$ cat src/rtl/iir_tdm_pkg.sv
// iir_tdm_pkg: shared types and constants for the TDM biquad core
package iir_tdm_pkg;
  localparam int NUM_TAPS = 5;
  typedef enum logic [2:0] {B0, B1, B2, A1, A2} coef_idx_e;
  typedef enum logic [1:0] {IDLE, MAC, OUT} fsm_e;
endpackage

$ cat src/rtl/iir_round_sat.sv
// iir_round_sat: round-to-nearest by FRAC bits, then clamp to DATA_W with a saturation flag
module iir_round_sat #(
  parameter int ACC_W  = 48,
  parameter int DATA_W = 16,
  parameter int FRAC   = 14
) (
  input  logic signed [ACC_W-1:0]  i_acc,
  output logic signed [DATA_W-1:0] o_y,
  output logic                     o_sat
);
  localparam logic signed [ACC_W-1:0] HALF = ACC_W'(1) <<< (FRAC - 1);
  localparam logic signed [ACC_W-1:0] MAXV = {{(ACC_W-DATA_W+1){1'b0}}, {(DATA_W-1){1'b1}}};
  localparam logic signed [ACC_W-1:0] MINV = {{(ACC_W-DATA_W+1){1'b1}}, {(DATA_W-1){1'b0}}};
  logic signed [ACC_W-1:0] w_r;
  always_comb begin
    w_r   = (i_acc + HALF) >>> FRAC;
    o_sat = (w_r > MAXV) || (w_r < MINV);
    o_y   = w_r > MAXV ? MAXV[DATA_W-1:0] : w_r < MINV ? MINV[DATA_W-1:0] : w_r[DATA_W-1:0];
  end
endmodule

$ cat src/rtl/iir_biquad_tdm_core.sv
// iir_biquad_tdm_core: N_CH-channel DF-I biquad sharing one MAC, with
// double-buffered coefficients swapped only while idle between samples.
module iir_biquad_tdm_core
  import iir_tdm_pkg::*;
#(
  parameter  int DATA_W    = 16,
  parameter  int COEF_W    = 16,
  parameter  int COEF_FRAC = 14,
  parameter  int ACC_W     = 48,
  parameter  int N_CH      = 2,
  localparam int CH_W      = (N_CH > 1) ? $clog2(N_CH) : 1
) (
  input  logic                     clk,
  input  logic                     rst_n,
  input  logic                     s_valid,
  output logic                     s_ready,
  input  logic [CH_W-1:0]          s_ch,
  input  logic signed [DATA_W-1:0] s_data,
  output logic                     m_valid,
  input  logic                     m_ready,
  output logic [CH_W-1:0]          m_ch,
  output logic signed [DATA_W-1:0] m_data,
  output logic                     m_sat,
  input  logic                     coef_we,
  input  logic [CH_W-1:0]          coef_ch,
  input  logic [2:0]               coef_idx,
  input  logic signed [COEF_W-1:0] coef_wdata,
  input  logic                     coef_commit,
  output logic                     coef_pend,
  input  logic                     state_clr
);
  fsm_e r_state, w_next;
  logic r_live, r_pend, r_clr_pend;
  logic [2:0] r_tap;
  logic [CH_W-1:0] r_ch;
  logic signed [DATA_W-1:0] r_x;
  logic signed [ACC_W-1:0] r_acc;
  // history per channel: 0=x1 1=x2 2=y1 3=y2
  logic signed [DATA_W-1:0] r_hist [N_CH][4];
  logic signed [COEF_W-1:0] r_act [N_CH][NUM_TAPS];
  logic signed [COEF_W-1:0] r_shd [N_CH][NUM_TAPS];
  logic w_idle, w_clr, w_acc, w_done, w_copy, w_sat;
  logic [1:0] w_hidx;
  logic signed [COEF_W-1:0] w_coef;
  logic signed [DATA_W-1:0] w_dat, w_y;
  logic signed [DATA_W+COEF_W-1:0] w_prod;

  assign w_idle    = r_state == IDLE;
  assign w_clr     = w_idle && (r_clr_pend || state_clr);
  assign s_ready   = r_live && w_idle && !(r_clr_pend || state_clr);
  assign w_acc     = s_valid && s_ready;
  assign w_done    = r_state == MAC && r_tap == 3'(NUM_TAPS);
  assign w_copy    = w_idle && r_pend;
  assign coef_pend = r_pend;
  assign w_hidx    = 2'(r_tap - 3'd1);
  assign w_coef    = r_act[r_ch][r_tap < 3'(NUM_TAPS) ? r_tap : 3'd0];
  assign w_dat     = r_tap == 3'd0 ? r_x : r_hist[r_ch][w_hidx];
  assign w_prod    = w_coef * w_dat;

  iir_round_sat #(.ACC_W(ACC_W), .DATA_W(DATA_W), .FRAC(COEF_FRAC)) u_round_sat (
    .i_acc(r_acc),
    .o_y  (w_y),
    .o_sat(w_sat)
  );

  always_ff @(posedge clk or negedge rst_n)
    if (!rst_n) r_state <= IDLE;
    else r_state <= w_next;

  always_comb begin
    w_next = r_state == IDLE ? (w_acc ? MAC : IDLE) :
             r_state == MAC  ? (w_done ? OUT : MAC) :
             (m_ready ? IDLE : OUT);
  end

  always_ff @(posedge clk or negedge rst_n)
    if (!rst_n) begin
      r_live     <= 1'b0;
      r_pend     <= 1'b0;
      r_clr_pend <= 1'b0;
      r_tap      <= '0;
      r_ch       <= '0;
      r_x        <= '0;
      r_acc      <= '0;
      m_valid    <= 1'b0;
      m_ch       <= '0;
      m_data     <= '0;
      m_sat      <= 1'b0;
      for (int c = 0; c < N_CH; c++) begin
        for (int k = 0; k < 4; k++) r_hist[c][k] <= '0;
        for (int k = 0; k < NUM_TAPS; k++) begin
          r_act[c][k] <= '0;
          r_shd[c][k] <= '0;
        end
      end
    end else begin
      r_live     <= 1'b1;
      r_pend     <= coef_commit || (r_pend && !w_idle);
      r_clr_pend <= (state_clr || r_clr_pend) && !w_idle;
      if (coef_we && coef_idx < 3'(NUM_TAPS) && 32'(coef_ch) < N_CH)
        r_shd[coef_ch][coef_idx] <= coef_wdata;
      if (w_copy) r_act <= r_shd;
      if (w_clr)
        for (int c = 0; c < N_CH; c++)
          for (int k = 0; k < 4; k++) r_hist[c][k] <= '0;
      if (w_acc) begin
        r_x   <= s_data;
        r_ch  <= 32'(s_ch) < N_CH ? s_ch : '0;
        r_tap <= '0;
        r_acc <= '0;
      end
      // feedback taps enter with negated coefficients
      if (r_state == MAC) begin
        r_tap <= r_tap + 3'd1;
        if (!w_done)
          r_acc <= r_tap >= 3'(A1) ? r_acc - ACC_W'(w_prod) : r_acc + ACC_W'(w_prod);
      end
      if (w_done) begin
        m_valid           <= 1'b1;
        m_data            <= w_y;
        m_sat             <= w_sat;
        m_ch              <= r_ch;
        r_hist[r_ch][0]   <= r_x;
        r_hist[r_ch][1]   <= r_hist[r_ch][0];
        r_hist[r_ch][2]   <= w_y;
        r_hist[r_ch][3]   <= r_hist[r_ch][2];
      end
      if (r_state == OUT && m_ready) m_valid <= 1'b0;
    end
endmodule

$ cat config.mk
export PLATFORM = sky130hd
export DESIGN_NAME = iir_biquad_tdm_core
export DESIGN_NICKNAME = d
export VERILOG_FILES = /design/src/rtl/iir_tdm_pkg.sv /design/src/rtl/iir_round_sat.sv /design/src/rtl/iir_biquad_tdm_core.sv
export SDC_FILE = /design/constraint.sdc
export NUM_CORES = 2
export LEC_CHECK = 0
export CAP_MARGIN = 15
export CORE_UTILIZATION = 40
export DETAILED_ROUTE_END_ITERATION = 16
export SYNTH_ARGS = -nofsm -noshare
export SYNTH_HDL_FRONTEND = slang
export SYNTH_SLANG_ARGS = --single-unit
$ cat constraint.sdc
create_clock -name clk -period 13.1 [get_ports clk]
set_input_delay 1.31 -clock clk [delete_from_list [all_inputs] [get_ports clk]]
set_output_delay 1.31 -clock clk [all_outputs]
set_load 0.05 [all_outputs]
==> flow_metrics.py <==
metrics = {
    "outcome": {
        "run_status": "finished clean",
    },
    "yosys": {
        "synth_common_cells": "dfrtp_1, nand2_1, inv_1, mux2_2, fa_1",
        "synthMuxAreaShare": 0.151,
        "yosysSeqAreaShare": 0.369,
        "synth_most_common_cell": "dfrtp_1",
        "synth_ff_type": "dfrtp_1",
        "synth_edf_count": 0,
        "synth_adder_area_share": 0.190,
        "ys_warn_count": 0,
        "synth_compound_area_frac": 0.0775,
        "syn_avg_cell_area_um2": 10.4,
        "synth_cell_types": 73,
        "ys_async_sr_fraction": 1.00,
        "ys_top_cells_by_area": "dfrtp_1, fa_1, mux2_2",
        "ys_ff_latch": 540,
        "syn_nets": 3950,
        "yosys.area_share.xor_xnor": 0.0289,
        "synth_largest_area_cell": "dfrtp_1",
        "synth_simple_gate_area_frac": 0.130,
        "netlist_area_um2": 36600,
        "synth_top_area_share": 0.369,
        "syn_inst": 3508,
        "synth_top_family_by_area": "adder cells",
    },
    "global_route": {
        "grt_pass1_vias": 26200,
        "antenna_found_initial": 1,
        "grt_remaining_overflow": 0,
        "grt_pass1_wl_um": 150000,
        "grt_max_degree": 163,
        "grt_usage": 0.204,
    },
    "floorplan": {
        "dieWidth_um": 305,
        "num_rows": 110,
        "chipHeight_um": 305,
        "dieArea_um2": 92800,
        "coreArea_um2": 90400,
        "initial_utilization": 0.405,
        "pin_count": 65,
    },
    "critical_path": {
        "cp-end-kind": "register",
        "worstReg2RegEnd": "r_acc[47]",
        "crit_fanout": 20,
        "r2r_cells": 39,
        "slowest_delay_ps": 900,
        "crit_path_end": "r_acc[47]",
        "r2r-start": "r_ch",
        "cp-start-kind": "register",
        "cp-startpoint": "r_ch",
        "critPathKind": "reg -> reg",
        "required_ps": 13650,
        "cp.arrival_ps": 12710,
        "ff2ff_setup_slack_ps": 940,
        "cpMostUsedCell": "fa_1",
        "crit_path_top_delay_cell": "fa_1",
    },
    "sta": {
        "finClkSkew_ps": 42.9,
        "slew_violations": 0,
        "finalCritPeriodShare": 0.928,
        "slew_headroom": 0.192,
        "rsz0062_at_grt": "false",
        "hold_viol_final": 0,
        "worstMarginPinSlew_ps": 1210,
        "fmax_mhz": 82.2,
        "finalSetupTns_ps": 0,
        "setup_viol": 0,
        "min_period_ps": 12160,
    },
    "cts": {
        "path_clk_slew_ps": 60,
        "clockRootBuffer": "clkbuf_16",
        "clk_latency_ps": 650,
        "htreeDepth": 2,
        "cts_tree": "yes",
        "numCtsBuffers": 59,
        "ctsHoldBuffers": 0,
        "clockBufferDepth": 3,
        "cts_sinks": 540,
    },
    "placed_design": {
        "routabilityCongestion": 0.906,
        "dp_hpwl_um": 64800,
        "numPortBuffers": 64,
    },
    "route": {
        "drt_iter0_drc": 1950,
        "vias": 25600,
        "routed_wl_um": 92800,
        "drc": 0,
        "vias_per_cell": 5.40,
        "detail-route-antenna-nets": 0,
        "firstDrtPassIters": 6,
        "wl_per_cell_um": 19.5,
    },
    "flow_run": {
        "cap_violations": 0,
    },
    "finish": {
        "fillers": 8504,
        "syn2layout_area_growth_pct": 11.1,
        "drive_above_1_share": 0.175,
        "register_area_um2": 13500,
        "fin_nets": 3971,
        "multi_input_area_um2": 21200,
    },
    "min_path": {
        "hold_depth": 2,
        "min_path_type": "reg -> reg",
    },
}
-- critical path, delay by kind of cell (launching register included) --
family	cells	cell delay [ps]
adder cells (fa/ha/maj)	8	4180
AO/OA/AOI/OAI	13	3490
AND/OR/NAND/NOR	11	1950
buffers and inverters	5	950
flip-flops	1	790
multiplexers	1	560
XOR/XNOR	1	110
-- cells by family (layout without fill, tap and decap cells) --
| kind of cell | count (synthesis) | after routing |
|---|---|---|
| simple gates | 1025 | 1025 |
| flops | 540 | 540 |
| buf+inv | 524 | 590 |
| compound gates | 467 | 467 |
| mux | 432 | 432 |
| fa+ha+maj | 398 | 398 |
| xor+xnor | 121 | 121 |
| other cells | 1 | 2 |
-- routing by layer --
metal,vias up,GRT usage,wire length (um)
met5,-,0,0
met4,0,0.0607,2550
met2,624,0.322,42500
met3,139,0.0288,5020
met1,13000,0.292,42700
li1,11800,-,-
-- layout by cell type (no fill, tap or decap), types with 23 or more instances in the layout --
master / synthesis / routed
nand3_1: 169 / 168
o21a_1: 23 / 23
a21oi_1: 175 / 173
nand2b_1: 52 / 52
inv_1: 347 / 347
clkdlybuf4s50_1: 0 / 63
mux2i_1: 23 / 23
buf_4: 0 / 68
nor2_1: 188 / 183
mux2_2: 347 / 347
clkbuf_16: 0 / 59
xor2_1: 58 / 58
o21ai_0: 111 / 100
nor2b_1: 54 / 53
dfrtp_1: 540 / 538
mux4_2: 62 / 62
xnor2_1: 63 / 63
ha_1: 135 / 135
a21o_1: 27 / 27
nand2_1: 419 / 416
fa_1: 263 / 263
-- registers in the layout, indices dropped and copies added (netlist names) --
| register | cells |
|---|---|
| r_shd | 160 |
| r_ch | 1 |
| r_act | 160 |
| m_sat | 1 |
| r_clr_pend | 1 |
| r_live | 1 |
| coef_pend | 1 |
| r_tap | 3 |
| r_acc | 48 |
| r_state | 2 |
| m_valid | 1 |
| m_data | 16 |
| r_hist | 128 |
| r_x | 16 |
| m_ch | 1 |
-- worst min path at each step --
stage,start,end,slack [ps]
2_1_floorplan,r_shd[48],r_act[48],450
3_3_place_gp,r_shd[48],r_act[48],460
3_5_place_dp,m_ch,m_ch,470
4_1_cts,r_shd[48],r_act[48],480
5_1_grt,r_hist[122],r_hist[106],500
6_report,m_data[0],m_data[0],480
-- cell type report --
class | count | share of cell area
clock buffer | 87 | 0.0416
clock inverter | 19 | 0.00541
tap | 1176 | 0.0362
timing repair buffer | 137 | 0.0306
sequential | 540 | 0.332
multi-input combinational | 2444 | 0.522
antenna | 1 | 0.0000615
inverter | 347 | 0.0320
-- stage by stage --
stage | utilization | instance area (um2) | setup WS [ps] | cells | hold WS (ps)
6_report | 0.450 | 40700 | 941 | 4751 | 481
3_3_place_gp | 0.429 | 38700 | 761 | 4641 | 464
4_1_cts | 0.450 | 40700 | 759 | 4748 | 481
3_5_place_dp | 0.429 | 38800 | 852 | 4642 | 467
5_1_grt | 0.450 | 40700 | 98.4 | 4750 | 504
2_1_floorplan | - | 36600 | 1420 | 3508 | 446
-- what timing repair did --
action / in CTS / in global routing
setup buffers: 0 / 1
setup endpoints to repair: 0 / 2
resized for setup: 0 / 0
hold endpoints to repair: 0 / 0
Power is not shown: default switching activity piles up to over one toggle a cycle in this logic, so the estimate is an artifact.
